--- config.mk ---
export PLATFORM = sky130hd
export DESIGN_NAME = parity_frame_rx
export DESIGN_NICKNAME = d
export VERILOG_FILES = /design/src/rtl/parity_link_pkg.sv /design/src/rtl/parity_frame_rx.sv
export SDC_FILE = /design/constraint.sdc
export NUM_CORES = 1
export LEC_CHECK = 0
export CAP_MARGIN = 40
export CORE_ASPECT_RATIO = 0.7
export CORE_UTILIZATION = 25
export CTS_BUF_LIST = sky130_fd_sc_hd__clkbuf_4 sky130_fd_sc_hd__clkbuf_8
export DETAILED_ROUTE_END_ITERATION = 8
export DONT_BUFFER_PORTS = 1
export GPL_ROUTABILITY_DRIVEN = 1
export PLACE_DENSITY = 0.47
export SYNTH_ARGS = -nofsm -noshare
export SYNTH_HDL_FRONTEND = slang
export SYNTH_SLANG_ARGS = --single-unit
--- constraint.sdc ---
create_clock -name clk -period 1.5 [get_ports clk]
set_clock_uncertainty 0.05 [all_clocks]
set_input_delay 0.3 -clock clk [delete_from_list [all_inputs] [get_ports clk]]
set_output_delay 0.3 -clock clk [all_outputs]
set_load 0.01 [all_outputs]
--- src/rtl/parity_link_pkg.sv ---
// Shared definitions for the XOR-parity serial link (receiver and transmitter).
// Holds the frame state encoding and the parity-mode constants.
package parity_link_pkg;

    typedef enum logic [1:0] {
        IDLE   = 2'd0,
        DATA   = 2'd1,
        PARITY = 2'd2
    } link_state_e;

    localparam bit PAR_EVEN = 1'b0;
    localparam bit PAR_ODD  = 1'b1;

endpackage

--- src/rtl/parity_frame_rx.sv ---
// Serial frame receiver: assembles DATA_W bits LSB first plus one parity bit,
// then presents the word with a parity-error flag for one data_valid pulse.
//
// state  | meaning
// IDLE   | waiting for an sof beat
// DATA   | collecting data bits 1..DATA_W-1
// PARITY | next valid beat is the parity bit
module parity_frame_rx
    import parity_link_pkg::*;
#(
    parameter int DATA_W = 8,
    parameter bit ODD    = PAR_EVEN
) (
    input  logic              clk,
    input  logic              rst_n,
    input  logic              rx_valid,
    input  logic              rx_bit,
    input  logic              rx_sof,
    output logic [DATA_W-1:0] data_out,
    output logic              data_valid,
    output logic              parity_err,
    output logic              busy
);

    localparam int CW = $clog2(DATA_W + 1);
    localparam logic [CW-1:0] LAST_BIT = CW'(DATA_W - 1);

    link_state_e       r_state;
    link_state_e       w_state_nxt;
    logic [DATA_W-1:0] r_shift;
    logic [DATA_W-1:0] w_shift_nxt;
    logic [CW-1:0]     r_cnt;
    logic [CW-1:0]     w_cnt_nxt;
    logic              r_xor;
    logic              w_xor_nxt;
    logic              w_emit;
    logic              w_err;

    logic [DATA_W-1:0] r_data_out;
    logic              r_data_valid;
    logic              r_parity_err;

    always_ff @(posedge clk or negedge rst_n) begin
        if (!rst_n) begin
            r_state <= IDLE;
            r_shift <= '0;
            r_cnt   <= '0;
            r_xor   <= 1'b0;
        end else begin
            r_state <= w_state_nxt;
            r_shift <= w_shift_nxt;
            r_cnt   <= w_cnt_nxt;
            r_xor   <= w_xor_nxt;
        end
    end

    // An sof beat restarts the frame from any state; an interrupted frame is dropped.
    always_comb begin
        w_state_nxt = r_state;
        w_shift_nxt = r_shift;
        w_cnt_nxt   = r_cnt;
        w_xor_nxt   = r_xor;
        w_emit      = 1'b0;
        w_err       = r_xor ^ rx_bit ^ ODD;
        if (rx_valid) begin
            if (rx_sof) begin
                w_shift_nxt    = '0;
                w_shift_nxt[0] = rx_bit;
                w_xor_nxt      = rx_bit;
                w_cnt_nxt      = CW'(1);
                w_state_nxt    = DATA;
            end else begin
                case (r_state)
                    DATA: begin
                        for (int i = 0; i < DATA_W; i++) begin
                            if (r_cnt == CW'(i)) w_shift_nxt[i] = rx_bit;
                        end
                        w_xor_nxt = r_xor ^ rx_bit;
                        w_cnt_nxt = r_cnt + 1'b1;
                        if (r_cnt == LAST_BIT) w_state_nxt = PARITY;
                    end
                    PARITY: begin
                        w_emit      = 1'b1;
                        w_cnt_nxt   = '0;
                        w_xor_nxt   = 1'b0;
                        w_state_nxt = IDLE;
                    end
                    default: ;
                endcase
            end
        end
    end

    always_ff @(posedge clk or negedge rst_n) begin
        if (!rst_n) begin
            r_data_out   <= '0;
            r_data_valid <= 1'b0;
            r_parity_err <= 1'b0;
        end else begin
            r_data_valid <= w_emit;
            if (w_emit) begin
                r_data_out   <= r_shift;
                r_parity_err <= w_err;
            end
        end
    end

    assign data_out   = r_data_out;
    assign data_valid = r_data_valid;
    assign parity_err = r_parity_err;
    assign busy       = (r_state != IDLE);

endmodule

==> run_results.csv, run 1 <==
group,metric,value,unit
logic_synthesis,synth_largest_area_cell,"sky130_fd_sc_hd__dfrtp_1",
place,finalWeightedCongestion,0.7913,
logic_synthesis,synth_cells,124,
detailed_routing,route.vias.total,938,
logic_synthesis,synth_top_cell_area_share,47.17,%
worst_setup_path,endpoint_kind,"flip-flop",
power_and_ir_drop,internal_power,1.367,mW
timing,maxSlewViolCount,0,
clocking,clkTransAtPathRegs,0.10,ns
logic_synthesis,async_flop_share,100.0,%
detailed_routing,viasPerCell,4.690,
floorplanning,fp-row-count,21,
logic_synthesis,yosys_warnings,0,
place,dp_hpwl,1.966,mm
clocking,cts_sinks,25,
worst_hold_path,min-delay-path-class,"in -> reg",
clocking,cts.htree.levels,1,
worst_setup_path,worst-endpoint-required,1.61,ns
layout,ff_latch_area,625.6,sq um
logic_synthesis,synth-edff-count,0,
logic_synthesis,synthTopCellsByArea,"sky130_fd_sc_hd__dfrtp_1 (47%), sky130_fd_sc_hd__mux2_4 (7.9%), sky130_fd_sc_hd__nand2_1 (6.5%)",
logic_synthesis,postSynthNetCount,133,
detailed_routing,drt-total-wl,2.771,mm
detailed_routing,initialDrtViolationCount,65,
clocking,clk-insertion-delay-late,0.28,ns
detailed_routing,drt_first_pass_iters,4,
place,detailedPlace.worstSlack,0.06842,ns
worst_setup_path,setup.worst_path.start_class,"flip-flop",
timing,tightest_slew,0.2731,ns
global_routing,vias_in_the_first_global_route,920,
power_and_ir_drop,cellLeakagePower,0.7047,nW
power_and_ir_drop,switchingPower,0.7619,mW
power_and_ir_drop,power_switching_share,35.79,%
floorplanning,die_width,89.06,um
clocking,cts_made_buffers,3,
global_routing,grt_first_pass_wirelength,4.588,mm
floorplanning,die-area,5605,sq um
logic_synthesis,yosys.cell_types.count,35,
flow_run,max-cap-violations,0,
clocking,cts_root_buffer,"sky130_fd_sc_hd__clkbuf_8",
clocking,clockBufferDepth,2,
timing,finalWorstSetupSlack,0.008867,ns
power_and_ir_drop,power.density,1385,nW/um^2
global_routing,grt_start_max_net_pins,26,
layout,antennaDiodeCount,0,
logic_synthesis,synth_seq_cells,25,
layout,nNetsFinal,141,
layout,final_util,31.10,%
timing,report.final.setup_viol,0,
logic_synthesis,synth_seq_area_share,47.17,%
timing,timing.hold.ws,0.04940,ns
layout,fillCellCount,547,
worst_setup_path,arrival,1.60,ns
logic_synthesis,most_used_dff_post_synth,"sky130_fd_sc_hd__dfrtp_1",
detailed_routing,route.antenna.remaining_nets,0,
global_routing,grt_usage,11.01,%
floorplanning,top_level_ports,16,
clocking,tritoncts,"built",
detailed_routing,wire_per_inst,13.86,um
power_and_ir_drop,combPwrFrac,33.0,%
power_and_ir_drop,peakVddDrop,0.3797,mV
logic_synthesis,synthesis.area,1326,sq um
floorplanning,start_util,26.85,%
timing,timing.final.crit_period,1.491,ns
global_routing,antenna_violations_before_repair,0,
layout,syn_to_final_growth,15.85,%
outcome,run_status,"finished clean",
global_routing,congestion_overflow_gr,0,
timing,clock.fmax,670.6,MHz
floorplanning,design.core.area,4940,sq um
power_and_ir_drop,p_clk_share,19.7,%
layout,drive_above_1_share,22.90,%
detailed_routing,drt_drc_violations_left,0,
power_and_ir_drop,power.share.sequential,47.3,%
timing,timing.slew.headroom,81.73,%
worst_setup_path,timing_worst_setup_path_type,"reg -> reg",
logic_synthesis,avgSynthCellArea,10.70,sq um
worst_setup_path,timing.critical_path.fanout_max,11,
timing,final_hold_viol_count,0,
place,place.port_buffers,0,
layout,multi_input_comb_area,654.4,sq um
timing,final.period_utilization,99.41,%
floorplanning,die_h,62.94,um
timing,grt_setup_unrepaired,"yes",
-- cells in the final DEF (no fill, tap or decap) --
| master | synthesis | routed |
|---|---|---|
| sky130_fd_sc_hd__dfrtp_1 | 25 | 25 |
| sky130_fd_sc_hd__nand2_1 | 23 | 23 |
| sky130_fd_sc_hd__o21ai_0 | 11 | 11 |
| sky130_fd_sc_hd__mux2_4 | 7 | 8 |
| sky130_fd_sc_hd__mux2i_1 | 7 | 7 |
| sky130_fd_sc_hd__inv_1 | 5 | 5 |
| sky130_fd_sc_hd__buf_4 | 1 | 5 |
| sky130_fd_sc_hd__nor2_1 | 4 | 4 |
| sky130_fd_sc_hd__a21oi_1 | 4 | 4 |
| sky130_fd_sc_hd__ha_1 | 4 | 3 |
| sky130_fd_sc_hd__clkbuf_8 | 0 | 3 |
| sky130_fd_sc_hd__and3_1 | 2 | 2 |
| sky130_fd_sc_hd__a211oi_1 | 2 | 2 |
| sky130_fd_sc_hd__o211ai_1 | 2 | 2 |
| sky130_fd_sc_hd__o22ai_1 | 2 | 2 |
| sky130_fd_sc_hd__buf_12 | 0 | 2 |
| sky130_fd_sc_hd__or2_4 | 0 | 1 |
| sky130_fd_sc_hd__inv_2 | 1 | 1 |
| sky130_fd_sc_hd__nor4b_4 | 1 | 1 |
| sky130_fd_sc_hd__and2b_1 | 1 | 1 |
| sky130_fd_sc_hd__o211a_4 | 1 | 1 |
| sky130_fd_sc_hd__nor2b_2 | 0 | 1 |
| sky130_fd_sc_hd__o21ai_2 | 1 | 1 |
| sky130_fd_sc_hd__nor2b_1 | 2 | 1 |
| sky130_fd_sc_hd__nand2b_2 | 0 | 1 |
| sky130_fd_sc_hd__o2111ai_1 | 1 | 1 |
| sky130_fd_sc_hd__o221ai_1 | 1 | 1 |
| sky130_fd_sc_hd__o2bb2ai_1 | 1 | 1 |
| sky130_fd_sc_hd__nor3_1 | 1 | 1 |
| sky130_fd_sc_hd__xnor2_1 | 1 | 1 |
| sky130_fd_sc_hd__nor4bb_2 | 0 | 1 |
| sky130_fd_sc_hd__a311oi_1 | 1 | 1 |
| sky130_fd_sc_hd__mux2_2 | 2 | 1 |
| sky130_fd_sc_hd__a31oi_1 | 1 | 1 |
| sky130_fd_sc_hd__o31ai_1 | 1 | 1 |
| sky130_fd_sc_hd__ha_2 | 0 | 1 |
| sky130_fd_sc_hd__clkinvlp_4 | 0 | 1 |
| sky130_fd_sc_hd__dlygate4sd3_1 | 0 | 1 |
| sky130_fd_sc_hd__buf_6 | 2 | 1 |
-- area by class of cell --
class | instances | share of cell area, %
clock buffer | 3 | 2.687
clock inverter | 1 | 0.4886
inverter | 6 | 1.466
sequential | 25 | 40.72
multi-input combinational | 87 | 42.59
tap | 69 | 5.619
timing repair buffer | 9 | 6.433
-- power by group through the flow --
stage | Clock (mW) | Sequential (mW) | Combinational, mW
finish | 0.419 | 1.01 | 0.703
global route | 0.462 | 1.03 | 0.792
CTS | 0.439 | 1.00 | 0.692
detailed placement | 0 | 1.02 | 0.640
global placement | 0 | 1.02 | 0.623
floorplan | 0 | 0.979 | 0.522
-- layer usage --
metal | track usage (%) | share of wire, % | vias up | routed length [um]
met5 | 0 | 0 | - | 0
met4 | 3.571 | 0.76 | 0 | 21
met3 | 4.227 | 5.5 | 2 | 152
met2 | 15.58 | 42 | 15 | 1150
met1 | 15.28 | 52 | 474 | 1446
li1 | - | - | 447 | -
-- flip-flops by register name, summed over array words and instances (netlist names) --
| signal | flops |
|---|---|
| parity_err | 1 |
| r_shift | 8 |
| r_state | 2 |
| r_cnt | 4 |
| data_out | 8 |
| r_xor | 1 |
| data_valid | 1 |
-- synth_stat cells, types with 4 or more instances --
cell and count:
sky130_fd_sc_hd__dfrtp_1 25, sky130_fd_sc_hd__nand2_1 23, sky130_fd_sc_hd__o21ai_0 11, sky130_fd_sc_hd__mux2_4 7, sky130_fd_sc_hd__mux2i_1 7, sky130_fd_sc_hd__inv_1 5
sky130_fd_sc_hd__a21oi_1 4, sky130_fd_sc_hd__ha_1 4, sky130_fd_sc_hd__nor2_1 4
-- per-stage QoR --
step           setup TNS (ns)  std cells  instance area (sq um)  total power, mW
5_1_grt               -0.4132        200                   1536            2.286
2_1_floorplan               0        124                   1326            1.502
3_5_place_dp                0        192                   1419            1.662
3_3_place_gp                0        192                   1419            1.643
6_report                    0        200                   1536            2.129
4_1_cts              -0.02902        200                   1519            2.131
-- path summary, 6_finish.rpt --
path	slack, ns	to	from	depth (start not counted)
max	0.009	data_out[6]	r_state[0]	4
min	0.05	r_cnt[3]	rx_sof	1
max reg2reg	0.009	data_out[6]	r_state[0]	4
min reg2reg	0.47	r_shift[5]	r_shift[5]	2
max in group asynchronous	0.84	r_cnt[0]	rst_n	2
min in group asynchronous	0.40	r_state[1]	rst_n	2
-- timing repair --
action	4_1_cts	5_1_grt
endpoints found under the setup margin	1	11
endpoints found under the hold margin	25	0
hold buffers	2	0
buffers inserted	2	0
gates resized for setup	2	5
-- cell families (layout without fill, tap and decap cells) --
logic type / Yosys count / count (layout) / share of synthesized area [%]
compound gates: 29 / 29 / 14.53
fa+ha+maj: 4 / 4 / 3.774
simple gates: 37 / 37 / 13.96
flops: 25 / 25 / 47.17
mux: 16 / 16 / 14.91
buf+inv: 12 / 19 / 5.000
xor+xnor: 1 / 1 / 0.6605
-- worst max-delay path: stages (launching register included) --
cell                      delay, ns
sky130_fd_sc_hd__dfrtp_1       0.41
sky130_fd_sc_hd__buf_6         0.13
sky130_fd_sc_hd__nor4b_4       0.30
sky130_fd_sc_hd__buf_12        0.19
sky130_fd_sc_hd__mux2_4        0.30
Note: power is estimated with default switching activity, not from simulation.
==> run 2, diff against run 1 <==
--- a/config.mk
+++ b/config.mk
@@ -5,14 +5,13 @@
 export SDC_FILE = /design/constraint.sdc
 export NUM_CORES = 1
 export LEC_CHECK = 0
+export ABC_AREA = 1
 export CAP_MARGIN = 40
 export CORE_ASPECT_RATIO = 0.7
 export CORE_UTILIZATION = 25
 export CTS_BUF_LIST = sky130_fd_sc_hd__clkbuf_4 sky130_fd_sc_hd__clkbuf_8
 export DETAILED_ROUTE_END_ITERATION = 8
-export DONT_BUFFER_PORTS = 1
 export GPL_ROUTABILITY_DRIVEN = 1
-export PLACE_DENSITY = 0.47
 export SYNTH_ARGS = -nofsm -noshare
 export SYNTH_HDL_FRONTEND = slang
 export SYNTH_SLANG_ARGS = --single-unit
==> run_results.csv, run 2 <==
group,metric,value,unit
worst_setup_path,cp_cell_sequence,"or2_2 -> buf_2",
logic_synthesis,avgSynthCellArea,8.124,sq um
detailed_routing,route.vias.total,979,
clocking,cts_sinks,25,
logic_synthesis,synth-simple-area-share,25.70,%
worst_setup_path,slowest_stage_delay_on_critical_path,0.39,ns
logic_synthesis,synth_largest_area_cell,"sky130_fd_sc_hd__dfrtp_1",
place,place.port_buffers,15,
logic_synthesis,synthTopCellsByArea,"sky130_fd_sc_hd__dfrtp_1 (52%), sky130_fd_sc_hd__nand2_1 (17%), sky130_fd_sc_hd__o21ai_0 (8.3%)",
logic_synthesis,synth_seq_cells,25,
place,place.detailed.instances,225,
detailed_routing,viasPerCell,4.275,
global_routing,antenna_violations_before_repair,0,
layout,nNetsFinal,184,
timing,grt_setup_unrepaired,"no",
logic_synthesis,most_used_dff_post_synth,"sky130_fd_sc_hd__dfrtp_1",
global_routing,grt_first_pass_wirelength,4.353,mm
detailed_routing,drt_first_pass_iters,6,
clocking,cts_root_buffer,"sky130_fd_sc_hd__clkbuf_8",
timing,maxSlewViolCount,0,
worst_setup_path,setup.worst_path.start_class,"flip-flop",
logic_synthesis,yosys_warnings,0,
timing,report.final.setup_viol,0,
global_routing,congestion_overflow_gr,0,
layout,fillCellCount,474,
logic_synthesis,synth.top_cells.by_count,"sky130_fd_sc_hd__nand2_1 (56), sky130_fd_sc_hd__dfrtp_1 (25), sky130_fd_sc_hd__o21ai_0 (20)",
global_routing,grt_start_max_net_pins,26,
floorplanning,design.core.area,4479,sq um
logic_synthesis,synth-edff-count,0,
logic_synthesis,synthAdderAreaFrac,4.162,%
worst_setup_path,timing.critical_path.fanout_max,2,
clocking,clkTransAtPathRegs,0.09,ns
logic_synthesis,synthesis.area,1202,sq um
outcome,run_status,"finished clean",
clocking,clk-insertion-delay-late,0.26,ns
logic_synthesis,synth.area.mux_share,0,%
power_and_ir_drop,peakVddDrop,0.4383,mV
place,finalWeightedCongestion,0.7865,
layout,multi_input_comb_area,518.0,sq um
power_and_ir_drop,power.density,1492,nW/um^2
flow_run,max-cap-violations,0,
floorplanning,top_level_ports,16,
floorplanning,die_width,84.89,um
logic_synthesis,synth_top_family_by_area,"simple AND/OR/NAND/NOR gates",
clocking,clockBufferDepth,2,
power_and_ir_drop,cellLeakagePower,0.7921,nW
floorplanning,fp-row-count,20,
logic_synthesis,fraction_of_the_mapped_netlist_area_in_compound_gates,12.49,%
place,dp_hpwl,1.915,mm
clocking,postCtsSetupBuffers,0,
global_routing,vias_in_the_first_global_route,895,
global_routing,grt_usage,11.27,%
clocking,tritoncts,"built",
timing,final_hold_viol_count,0,
timing,timing.final.crit_period,1.420,ns
logic_synthesis,postSynthNetCount,157,
logic_synthesis,synth_cells,148,
logic_synthesis,synth_top_cell_area_share,52.03,%
layout,ff_latch_area,625.6,sq um
logic_synthesis,async_flop_share,100.0,%
floorplanning,die_h,60.03,um
floorplanning,die-area,5096,sq um
layout,antennaDiodeCount,0,
detailed_routing,route.antenna.remaining_nets,0,
worst_setup_path,cpMaxStageDelayCell,"sky130_fd_sc_hd__dfrtp_1",
layout,layout_common_cells,"sky130_fd_sc_hd__nand2_1 (56), sky130_fd_sc_hd__dfrtp_1 (25), sky130_fd_sc_hd__o21ai_0 (20)",
timing,timing.setup.tns,0,ns
worst_setup_path,timing_worst_setup_path_type,"reg -> out",
worst_setup_path,endpoint_kind,"output port",
worst_setup_path,worst-endpoint-required,1.15,ns
timing,tightest_slew,0.3208,ns
layout,layout_commonest_cell,"sky130_fd_sc_hd__nand2_1",
detailed_routing,drt_drc_violations_left,0,
logic_synthesis,synth_seq_area_share,52.03,%
clocking,cts_made_buffers,3,
timing,clock.fmax,704.3,MHz
worst_setup_path,arrival,1.07,ns
layout,layout.cells.non_filler,229,
logic_synthesis,post_synthesis_share_of_cell_area_spent_on_xor_and_xnor_gates,0.7284,%
clocking,cts.hold.buffers_added,0,
worst_hold_path,min-delay-path-class,"in -> async",
timing,final.period_utilization,94.66,%
logic_synthesis,yosys.cell_types.count,20,
timing,timing.slew.headroom,78.62,%
layout,syn_to_final_growth,26.22,%
layout,drive_above_1_share,13.79,%
logic_synthesis,yosysMostFrequentCell,"sky130_fd_sc_hd__nand2_1",
floorplanning,start_util,26.84,%
detailed_routing,initialDrtViolationCount,55,
detailed_routing,wire_per_inst,11.30,um
detailed_routing,drt-total-wl,2.587,mm
clocking,cts.htree.levels,1,
## run 2: cell count changes after synthesis, moves of 3 or more
cell	change
sky130_fd_sc_hd__nand2_1	+33
sky130_fd_sc_hd__inv_1	+4
sky130_fd_sc_hd__mux2i_1	-7
sky130_fd_sc_hd__nand2_2	+3
sky130_fd_sc_hd__o21ai_0	+9
sky130_fd_sc_hd__o21ai_1	+9
sky130_fd_sc_hd__nand3_1	+6
sky130_fd_sc_hd__a21oi_1	-3
sky130_fd_sc_hd__mux2_4	-7
## run 2: logic make-up after synthesis
| family | Yosys count |
|---|---|
| fa+ha+maj | 4 |
| simple gates | 73 |
| compound gates | 30 |
| xor+xnor | 1 |
| flops | 25 |
| buf+inv | 15 |
## run 2: worst paths after layout
| path | start | endpoint | slack, ns | cells after the start |
|---|---|---|---|---|
| max | r_state[1] | busy | 0.08 | 2 |
| min | rst_n | r_state[1] | 0.35 | 2 |
| max reg2reg | r_state[0] | data_out[4] | 0.14 | 6 |
| min reg2reg | r_shift[6] | data_out[6] | 0.43 | 2 |
| max in group asynchronous | rst_n | r_shift[2] | 0.81 | 2 |
| min in group clk | r_shift[6] | data_out[6] | 0.43 | 2 |
## run 2: what timing repair did
action,CTS,global route
gates cloned,0,0
endpoints found under the hold margin,0,0
endpoints found under the setup margin,10,1
resized for setup,13,1
## run 2: per-layer routing
layer	up-vias	track usage [%]	wire length, um	share of wire, %
met5	-	0	0	0
met4	0	1.453	0	0
met3	0	3.729	80	3.1
met2	14	16.03	969	37
met1	439	16.87	1538	59
li1	526	-	-	-
## run 2: critical path: cells and delay by family (launching register included)
| kind | cells | cell delay, ns |
|---|---|---|
| DFF | 1 | 0.39 |
| and+or+nand+nor | 1 | 0.28 |
| buffers and inverters | 1 | 0.14 |
## run 2: cell type report
cell class	instances	area share, %
Clock buffer	3	2.721
Sequential cell	25	41.22
Multi-Input combinational cell	108	34.13
Tap cell	55	4.534
Timing Repair Buffer	25	13.93
Clock inverter	1	0.4946
Inverter	12	2.968
## run 2: report_power, final
group          internal, mW  switching (mW)
Clock                 0.188           0.213
Combinational         0.352           0.464
Sequential            0.903           0.143
## run 2: stage by stage
step                      util [%]  total power [mW]  instance area [sq um]  worst slack [ns]  hold slack, ns
final                        33.88             2.264                   1518           0.08016          0.3451
after global routing         33.88             2.448                   1518          0.002149          0.3838
after global placement       33.10             1.967                   1483          -0.04480          0.4183
after detailed placement     33.10             1.972                   1483          -0.07020          0.4197
after CTS                    33.83             2.301                   1515           0.01738          0.3562
after floorplan                  -             1.515                   1202            0.2864        -0.04559
